--- config.mk ---
export PLATFORM = sky130hd
export DESIGN_NAME = usb_crc16_tx_ser
export DESIGN_NICKNAME = d
export VERILOG_FILES = /design/src/rtl/usb_tx_pkg.sv /design/src/rtl/usb_tx_byte_buf.sv /design/src/rtl/usb_crc16_tx_ser.sv
export SDC_FILE = /design/constraint.sdc
export NUM_CORES = 1
export LEC_CHECK = 0
export ABC_AREA = 1
export CORE_ASPECT_RATIO = 0.7
export CORE_MARGIN = 4
export CORE_UTILIZATION = 55
export CTS_BUF_LIST = sky130_fd_sc_hd__clkbuf_4 sky130_fd_sc_hd__clkbuf_8
export CTS_CLUSTER_DIAMETER = 150
export DETAILED_ROUTE_END_ITERATION = 10
export PLACE_DENSITY = 0.82
export SKIP_LAST_GASP = 1
export SYNTH_ARGS = -nofsm -noshare
export SYNTH_HDL_FRONTEND = slang
export SYNTH_SLANG_ARGS = --single-unit
--- constraint.sdc ---
create_clock -name clk -period 1.84 [get_ports clk]
set_input_delay 0.368 -clock clk [delete_from_list [all_inputs] [get_ports clk]]
set_output_delay 0.368 -clock clk [all_outputs]
set_load 0.02 [all_outputs]
--- src/rtl/usb_tx_pkg.sv ---
// Shared types and constants for the USB transmit serializer.
// Build option: USB_TX_CRC_INV_EN selects complemented CRC bits on the wire.
package usb_tx_pkg;

    localparam int USB_DATA_W = 8;
    localparam int USB_CRC_W  = 16;

    // CRC is appended starting from its most significant bit
    localparam bit CRC_MSB_FIRST = 1'b1;

    typedef enum logic [2:0] {
        IDLE,
        DATA,
        CRC_LOAD,
        CRC,
        DONE
    } tx_state_t;

endpackage

--- src/rtl/usb_tx_byte_buf.sv ---
// One-entry byte holding register with valid/ready handshake and last flag.
// Ready is taken straight from the empty flag so the source never waits on logic.
module usb_tx_byte_buf
    import usb_tx_pkg::*;
#(
    parameter int DATA_W = USB_DATA_W
) (
    input  logic              clk,
    input  logic              reset_l,
    input  logic [DATA_W-1:0] byte_di,
    input  logic              byte_vld,
    input  logic              byte_last,
    output logic              byte_rdy,
    input  logic              pop_i,
    output logic [DATA_W-1:0] data_o,
    output logic              last_o,
    output logic              full_o
);

    logic              full_q, full_d;
    logic              last_q, last_d;
    logic [DATA_W-1:0] data_q, data_d;

    assign byte_rdy = ~full_q;
    assign full_o   = full_q;
    assign data_o   = data_q;
    assign last_o   = last_q;

    always_comb begin
        full_d = full_q;
        last_d = last_q;
        data_d = data_q;
        if (pop_i) begin
            full_d = 1'b0;
        end
        if (byte_vld && !full_q) begin
            full_d = 1'b1;
            last_d = byte_last;
            data_d = byte_di;
        end
    end

    always_ff @(posedge clk or negedge reset_l) begin
        if (!reset_l) begin
            full_q <= 1'b0;
            last_q <= 1'b0;
            data_q <= '0;
        end else begin
            full_q <= full_d;
            last_q <= last_d;
            data_q <= data_d;
        end
    end

endmodule

--- src/rtl/usb_crc16_tx_ser.sv ---
// USB transmit serializer: bytes out LSB-first, then the CRC snapshot MSB-first.
// Build option: USB_TX_CRC_INV_EN transmits the CRC bits complemented.
module usb_crc16_tx_ser
    import usb_tx_pkg::*;
#(
    parameter int DATA_W = USB_DATA_W,
    parameter int CRC_W  = USB_CRC_W
) (
    input  logic              clk,
    input  logic              reset_l,
    input  logic              bit_en,
    input  logic [DATA_W-1:0] byte_di,
    input  logic              byte_vld,
    input  logic              byte_last,
    output logic              byte_rdy,
    input  logic [CRC_W-1:0]  crc16_i,
    output logic              crc16_di,
    output logic              crc16_en,
    output logic              ser_do,
    output logic              ser_vld,
    output logic              busy,
    output logic              pkt_done,
    output logic              underrun
);

    localparam int BW = $clog2(DATA_W);
    localparam int CW = $clog2(CRC_W);
    localparam logic [BW-1:0] BIT_LAST = BW'(DATA_W - 1);
    localparam logic [CW-1:0] CRC_LAST = CW'(CRC_W - 1);

`ifdef USB_TX_CRC_INV_EN
    localparam logic CRC_INV = 1'b1;
`else
    localparam logic CRC_INV = 1'b0;
`endif

    tx_state_t         state_q, state_d;
    logic [DATA_W-1:0] shift_q, shift_d;
    logic [BW-1:0]     bitcnt_q, bitcnt_d;
    logic              cur_last_q, cur_last_d;
    logic [CRC_W-1:0]  crcsh_q, crcsh_d;
    logic [CW-1:0]     crccnt_q, crccnt_d;
    logic              underrun_q, underrun_d;

    logic              pop;
    logic [DATA_W-1:0] hold_data;
    logic              hold_last;
    logic              hold_full;
    logic              crc_bit;

    usb_tx_byte_buf #(
        .DATA_W (DATA_W)
    ) u_buf (
        .clk       (clk),
        .reset_l   (reset_l),
        .byte_di   (byte_di),
        .byte_vld  (byte_vld),
        .byte_last (byte_last),
        .byte_rdy  (byte_rdy),
        .pop_i     (pop),
        .data_o    (hold_data),
        .last_o    (hold_last),
        .full_o    (hold_full)
    );

    assign crc_bit  = CRC_MSB_FIRST ? crcsh_q[CRC_W-1] : crcsh_q[0];
    assign busy     = (state_q != IDLE);
    assign underrun = underrun_q;

    always_comb begin
        state_d    = state_q;
        shift_d    = shift_q;
        bitcnt_d   = bitcnt_q;
        cur_last_d = cur_last_q;
        crcsh_d    = crcsh_q;
        crccnt_d   = crccnt_q;
        underrun_d = 1'b0;
        pop        = 1'b0;
        ser_do     = 1'b0;
        ser_vld    = 1'b0;
        crc16_di   = 1'b0;
        crc16_en   = 1'b0;
        pkt_done   = 1'b0;

        unique case (state_q)
            IDLE: begin
                if (hold_full) begin
                    shift_d    = hold_data;
                    cur_last_d = hold_last;
                    bitcnt_d   = '0;
                    pop        = 1'b1;
                    state_d    = DATA;
                end
            end
            DATA: begin
                crc16_di = shift_q[0];
                if (bit_en) begin
                    ser_do   = shift_q[0];
                    ser_vld  = 1'b1;
                    crc16_en = 1'b1;
                    shift_d  = shift_q >> 1;
                    bitcnt_d = bitcnt_q + BW'(1);
                    if (bitcnt_q == BIT_LAST) begin
                        if (cur_last_q) begin
                            state_d = CRC_LOAD;
                        end else if (hold_full) begin
                            // back-to-back reload keeps the bit stream gapless
                            shift_d    = hold_data;
                            cur_last_d = hold_last;
                            bitcnt_d   = '0;
                            pop        = 1'b1;
                        end else begin
                            underrun_d = 1'b1;
                            state_d    = IDLE;
                        end
                    end
                end
            end
            CRC_LOAD: begin
                // crc16_i already includes the final data bit here
                crcsh_d  = crc16_i;
                crccnt_d = '0;
                state_d  = CRC;
            end
            CRC: begin
                if (bit_en) begin
                    ser_do   = crc_bit ^ CRC_INV;
                    ser_vld  = 1'b1;
                    crccnt_d = crccnt_q + CW'(1);
                    if (CRC_MSB_FIRST) begin
                        crcsh_d = {crcsh_q[CRC_W-2:0], 1'b0};
                    end else begin
                        crcsh_d = {1'b0, crcsh_q[CRC_W-1:1]};
                    end
                    if (crccnt_q == CRC_LAST) begin
                        state_d = DONE;
                    end
                end
            end
            DONE: begin
                pkt_done = 1'b1;
                state_d  = IDLE;
            end
            default: begin
                state_d = IDLE;
            end
        endcase
    end

    always_ff @(posedge clk or negedge reset_l) begin
        if (!reset_l) begin
            state_q    <= IDLE;
            shift_q    <= '0;
            bitcnt_q   <= '0;
            cur_last_q <= 1'b0;
            crcsh_q    <= '0;
            crccnt_q   <= '0;
            underrun_q <= 1'b0;
        end else begin
            state_q    <= state_d;
            shift_q    <= shift_d;
            bitcnt_q   <= bitcnt_d;
            cur_last_q <= cur_last_d;
            crcsh_q    <= crcsh_d;
            crccnt_q   <= crccnt_d;
            underrun_q <= underrun_d;
        end
    end

endmodule
After elaboration in Yosys (flattened, before gate mapping)
Cells that the tools add are included.
- bits in registers: 46
- input bits: 29
- output and inout port bits: 8
- word-level logic and storage cells: 87
- $add $sub $neg: 2
- eq/ne operators: 12
- mux-type cells: 50
- bitwise operators: 1
- reductions and logical operators: 12
- operators with widths (operator ; number):
    $mux W8 ; 5
    $mux W3 ; 12
    $pmux W16 S2 ; 1
    $mux W1 ; 23
    $mux W16 ; 1
    $pmux W8 S2 ; 1
    $pmux W3 S4 ; 1
    $ne A2 B2 Y1 const B ; 4
    $pmux W4 S2 ; 1
    $eq A3 B2 Y1 const B ; 2
    $eq A3 B3 Y1 const B ; 2
    $pmux W1 S2 ; 3
    $pmux W3 S2 ; 1
    $reduce_and A6 Y1 ; 1
    $reduce_bool A2 Y1 ; 3
    $add A4 B1 Y4 const B ; 1
    $eq A4 B4 Y1 const B ; 1
    $mux W4 ; 1
    $reduce_and A4 Y1 ; 1
    $add A3 B1 Y3 const B ; 1
    $eq A3 B1 Y1 const B ; 1
    $logic_not A3 Y1 ; 1
    $ne A3 B3 Y1 const B ; 1
    $reduce_and A3 Y1 ; 1
    7 further kinds ; 7

Longest topological paths before layout
- word-level depth: 7
- gate-level depth with buffers: 9

Hierarchy
From an unflattened synthesis, not the netlist that was laid out.
- cells, all modules: 313
- area, all modules: 2402.3 um2
- modules (own cells, without submodules) (module ; instances ; cells each ; area an instance (um2) ; seq. area each (um2)):
    usb_crc16_tx_ser ; 1 ; 271 ; 1996.9 ; 900.9
    usb_tx_byte_buf ; 1 ; 42 ; 405.4 ; 250.2

Worst setup path after synthesis
No wires, ideal clock.
- path type: reg-to-output
- from: reg state_q[0]
- to: out ser_do
- arrival: 1.302 ns
- path slack: 0.170 ns
- cell stages (with the launch flop): 7
- path buffers: 0
- path through: dfrtp_1 > inv_1 > nor2_1 > nand2_1 > inv_1 > o21ai_0 > a21oi_1
- cells in the longest elaborated chain, start to end: 2
- elaborated cells on any way between the ends: 3
- classes of those cells: eq/ne (2); mux (1)
- ends and longest elaborated chain (what ; RTL line ; RTL):
    from (decl) ; usb_crc16_tx_ser.sv:37 ; tx_state_t state_q, state_d;
    from (signal assigned) ; usb_crc16_tx_ser.sv:160 ; state_q <= state_d;
    $eq A3 B2 Y1 or $eq A3 B1 Y1 (tied branches) ; usb_crc16_tx_ser.sv:85 ; unique case (state_q)
    $pmux W1 S2 (*) ; usb_crc16_tx_ser.sv:85 ;
    to (decl) ; usb_crc16_tx_ser.sv:19 ; output logic ser_do,
Mark *: on every way between the ends. The rest lies on a longest branch, timed or not.

Final worst setup path
- from: reg state_q[0]
- to: out busy
- cells in the longest elaborated chain, start to end: 1
- ends and longest elaborated chain (what ; RTL line ; RTL):
    $reduce_bool A3 Y1 ; usb_crc16_tx_ser.sv:67 ; assign busy = (state_q != IDLE);
    to (decl) ; usb_crc16_tx_ser.sv:21 ; output logic busy,
Every way passes these cells.

==> metrics.yaml <==
status: "complete, no violations"
period_share: 0.987
pre_cts_ws_ps: -404
numClockSinks: 46
fmax_mhz: 551
first_pass_iters: 4
clock_path_buffers: 2
initial_core_util: 0.574
diodes: 0
ys_ff_latch: 46
yosysSeqAreaShare: 0.511
synth_top_area_frac: 0.511
power.density_nw_per_um2: 1480
ant_nets: 0
synth_area_um2: 2250
hpwl_mm: 3.31
finalHoldWorstSlack_ps: 138
ys_types: 21
synth_nets: 311
fin_skew_ps: 6.17
synth.area.top_cells: "dfrtp_1 (51%), nand2_1 (18%), inv_1 (4.5%), mux2_2 (4.5%), o21ai_0 (4.2%)"
grt_pass1_vias: 1647
path_max_fanout: 4
final_common_cell: "nand2_1"
yosysTopAreaCell: "dfrtp_1"
die_area_um2: 5200
avgSynthCellArea_um2: 8.07
die_y_um: 61.5
grt_usage: 0.185
gr-total-overflow: 0
antenna_found_initial: 0
cp.required_ps: 1470
p_leak_nw: 1.46
num_vias: 1893
critPathArrivalTime_ps: 1450
crit_path_start_kind: "flop"
reg2reg_depth: 8
synthCells: 279
critPathKind: "reg -> out"
wl_mm: 4.48
total_power_mw: 4.20
fp.dieW_um: 84.5
crit_slowest_cell: "dfrtp_1"
min_path_type: "in -> async"
drc: 0
slew_headroom: 0.623
drtIter0Drc: 96
critPathCaptureType: "output pin"
rsz0062_at_grt: "true"
ir_worst_vdd_uv: 918
layout_common_cells: "nand2_1 (109), dfrtp_1 (46), clkdlybuf4s50_1 (28)"
cts_buffers: 5
rows: 19
grt_max_degree: 47
final_nets: 362
routed_via_density: 4.94
setup_viol: 0
yosysWarnings: 0
ioPinCount: 37
cts_tree: "yes"
gp_routability_congestion: 0.870
wire_per_inst_um: 11.7
synthToLayoutAreaGrowth_pct: 26.0
fin_ws_ps: 24.4
final_max_slew_viol_count: 0
h-tree-depth: 2
slowest_delay_ps: 420
clk_pin_slew_ps: 80
path_cells: "buf_4 > nor2_1 > nand2_1 > dlygate4sd2_1"
finalCriticalPeriod_ps: 1820
clkLatencyLatePin_ps: 300
rr_endpoint: "shift_q[1]$_DFFE_PN0P_"
r2r_start: "bitcnt_q[0]$_DFFE_PN0P_"
port_buffers: 36
hold_violations: 0
max_cap_violations: 0
grt_pass1_wl_mm: 7.40
core_area_um2: 3920
worstMarginPinSlew_ps: 565
finish.utilization: 0.723
clockRootBuffer: "clkbuf_8"
layout-drive-gt1-share: 0.151
ff2ff_setup_slack_ps: 240
[flip-flops by register name, summed over array words and instances, names as in the netlist]
name	flops
u_buf.last_o	1
crcsh_q	16
u_buf.data_o	8
u_buf.full_o	1
shift_q	8
cur_last_q	1
crccnt_q	4
bitcnt_q	3
state_q	3
underrun	1
[report_power, final]
part	internal [mW]	switching, mW	leakage, nW
Combinational	0.778	1.15	0.841
Clock	0.267	0.336	0.0441
Sequential	1.45	0.217	0.577
[cells by family after synthesis]
kind of cell    Yosys count  synth area share
compound gates           37            0.0834
simple gates            146             0.268
fa+ha+maj                 3            0.0167
mux                       9            0.0450
flops                    46             0.511
buf+inv                  38            0.0750
[layout make-up]
| class | count | area [um^2] |
|---|---|---|
| Clock buffer | 5 | 68.8 |
| Multi-Input combinational cell | 195 | 943 |
| Clock inverter | 3 | 21.3 |
| Fill cell | 305 | 1090 |
| Sequential cell | 46 | 1150 |
| Inverter | 30 | 113 |
| Timing Repair Buffer | 52 | 473 |
| Tap cell | 52 | 65.1 |
[through the flow]
| stage | TNS, ps | instances | area, um^2 |
|---|---|---|---|
| final | 0 | 383 | 2840 |
| after global routing | -63.0 | 383 | 2840 |
| after CTS | -121 | 382 | 2830 |
| after detailed placement | -966 | 374 | 2740 |
| after global placement | -914 | 374 | 2740 |
| after floorplan | 0 | 279 | 2250 |
[worst max path at each step]
stage               depth (start not counted)  slack (ps)  endpoint                   start
global placement                            6        -380    ser_do                  bit_en
finish                                      4          20      busy  state_q[0]$_DFFE_PN0P_
global route                                7         -40    ser_do  state_q[0]$_DFFE_PN0P_
floorplan                                   6         170    ser_do  state_q[0]$_DFFE_PN0P_
detailed placement                          6        -400    ser_do                  bit_en
CTS                                         6        -120    ser_do                  bit_en
[metal layers]
metal	part of all wire	global-route usage	wire [um]	up-vias
met5	0	0	0	-
met4	0.013	0.0700	57	0
met3	0.060	0.0361	269	9
met1	0.48	0.263	2160	863
met2	0.45	0.289	2000	44
li1	-	-	-	977
[Yosys cell counts (all sizes together)]
cell type	number
mux2	9
o211ai	1
dfrtp	46
inv	30
nor3	2
o21ai	33
a21oi	3
nand3	18
ha	3
buf	8
nand3b	1
nand2	111
nor2	14
[critical path, delay by kind of cell, from the launching register on]
family                 cells  cell delay (ps)
AND/OR/NAND/NOR            2              250
buffers and inverters      2              480
flip-flops                 1              420
[repair_timing]
item                                    CTS  global route
resized for setup                        12             9
hold buffers                              0             0
endpoints found under the setup margin    7             8
setup buffers                             0             1
No activity file was read; power rests on OpenSTA's default activity.
==> RTL edit: new RTL, same flow settings <==
`USB_DATA_W`: 8 -> 16.
--- a/src/rtl/usb_tx_pkg.sv
+++ b/src/rtl/usb_tx_pkg.sv
@@ -4,3 +4,3 @@
 
-    localparam int USB_DATA_W = 8;
+    localparam int USB_DATA_W = 16;
     localparam int USB_CRC_W  = 16;
Interface: changed (resized byte_di); port bits go from 37 to 45. The function was not compared with the original's and may differ.
==> RTL edit against the original RTL <==
Final area up 33%; setup slack gained 0.063 ns; global-route usage increased by 1.4 points; critical endpoint is now ser_do; clock power up 86%; die area rose by 28%; sequential cell count is 17 higher; area after synthesis rose by 32%; clock skew grew 0.00083 ns; worst hold slack got worse by 0.11 ns; synthesized cell count increased by 27%; total power rose by 50%; maximum frequency up 3.6%; routed wire length is 34% higher.
==> RTL edit: results (changes against the original RTL) <==
total_leakage_power_nw: 1.86  # +27%
clock-skew-final_ns: 0.00700  # +0.000830 ns
synth_seq_area_share_pct: 53.2  # +2.1 points
num-nets-final: 453  # +25%
critical_path_depth: 8  # +4
fillerInstances: 404  # +32%
cell_types_with_the_largest_area_share_after_synthesis: "dfrtp_1 (53%), nand2_1 (12%), o211ai_1 (7.1%)"
cts.htree.levels: 3  # +1
routedWlPerCell_um: 12.3  # +4.8%
grt_start_max_net_pins: 64  # +36%
drt_iter0_markers: 125  # +30%
grt_pass1_vias: 2432  # +48%
timing.reg2reg.worst_path_depth: 9  # +1
num_vias: 2487  # +31%
crit_fanout: 3  # -1
drive_above_1_share_pct: 13.4  # -1.7 points
cp_data_arrival_time_ns: 1.38  # -0.07 ns
max-slew-margin-rel_pct: 78.1  # +16 points
slowest_delay_ns: 0.38  # -0.04 ns
port-buffer-count: 44  # +22%
cts_inserted_buffers: 9  # +4
hpwlAfterDp_um: 4260  # +29%
place.detailed.instances: 475  # +27%
track_usage_pct: 19.9  # +1.4 points
gp_congestion: 0.859  # -1.2%
worst_path_dominant_cell_family: "flip-flops"
p_sw_mw: 2.53  # +49%
synth_commonest_cells: "nand2_1 (93), dfrtp_1 (63), inv_1 (47), nor2_1 (29), o211ai_1 (28)"
run_status: "finished clean"
syn-mean-instance-area_um2: 8.39  # +4.0%
clock_latency_ns: 0.33  # +0.03 ns
via_per_inst: 5.07  # +2.5%
peakVddDrop_mv: 1.02  # +12%
[RTL edit: cell count changes after synthesis, moves of 7 or more]
cell / change
nand2_1: -16
o211ai_1: +27
dfrtp_1: +17
inv_1: +20
nor2_1: +18
mux2_2: -7
o21ai_0: -10
a21oi_1: +17
[RTL edit: final timing paths]
path | slack [ns] | from | endpoint
max | 0.09 | state_q[2]$_DFFE_PN0P_ | ser_do
min | 0.03 | reset_l | u_buf.data_o[3]$_DFFE_PN0P_
max reg2reg | 0.23 | state_q[2]$_DFFE_PN0P_ | crccnt_q[2]$_DFFE_PN0P_
min reg2reg | 0.48 | shift_q[9]$_DFFE_PN0P_ | shift_q[9]$_DFFE_PN0P_
max in group asynchronous | 1.53 | reset_l | state_q[2]$_DFFE_PN0P_
min in group clk | 0.48 | shift_q[9]$_DFFE_PN0P_ | shift_q[9]$_DFFE_PN0P_
[RTL edit: kinds of logic (layout without fill, tap and decap cells)]
logic type / after synthesis / in the layout / synth area share (%)
xor+xnor: 1 / 1 / 0.296
fa+ha+maj: 2 / 2 / 0.844
mux: 3 / 3 / 1.10
flops: 63 / 63 / 53.2
compound gates: 73 / 73 / 14.8
buf+inv: 66 / 132 / 9.54
simple gates: 145 / 145 / 20.2
[RTL edit: routing by layer]
layer  GRT usage, %  vias to the layer above  wire, µm  share of wire, %
met1           26.1                     1174      2800                46
met2           31.4                       45      2840                47
li1               -                     1259         -                 -
met3           5.53                        9       297               4.9
met5              0                        -         0                 0
met4           7.26                        0        89               1.5
[RTL edit: timing repair]
action | in CTS | in global routing
endpoints found under the hold margin | 0 | 0
gates resized for setup | 11 | 9
endpoints found under the setup margin | 7 | 5
[RTL edit: final cells by class]
| class | count | share of cell area [%] |
|---|---|---|
| Clock buffer | 9 | 3.30 |
| Clock inverter | 7 | 1.70 |
| Inverter | 51 | 5.09 |
| Multi-Input combinational cell | 224 | 29.4 |
| Sequential cell | 63 | 41.9 |
| Tap cell | 72 | 2.40 |
| Timing Repair Buffer | 65 | 16.1 |
[RTL edit: per-stage QoR]
step / setup WS, ns / hold slack (ns) / area (µm²)
2_1_floorplan: 0.183 / 0.0724 / 2960
3_3_place_gp: -0.267 / 0.405 / 3590
3_5_place_dp: -0.289 / 0.405 / 3590
4_1_cts: -0.149 / 0.0349 / 3780
5_1_grt: -0.0365 / 0.0551 / 3760
6_report: 0.0879 / 0.0280 / 3760
[RTL edit: power groups by stage]
stage	logic, mW	registers, mW	clock network [mW]
finish	2.85	2.35	1.12
global route	3.24	2.41	1.22
CTS	2.88	2.34	1.16
detailed placement	2.89	2.36	0
global placement	2.77	2.34	0
floorplan	2.04	2.29	0
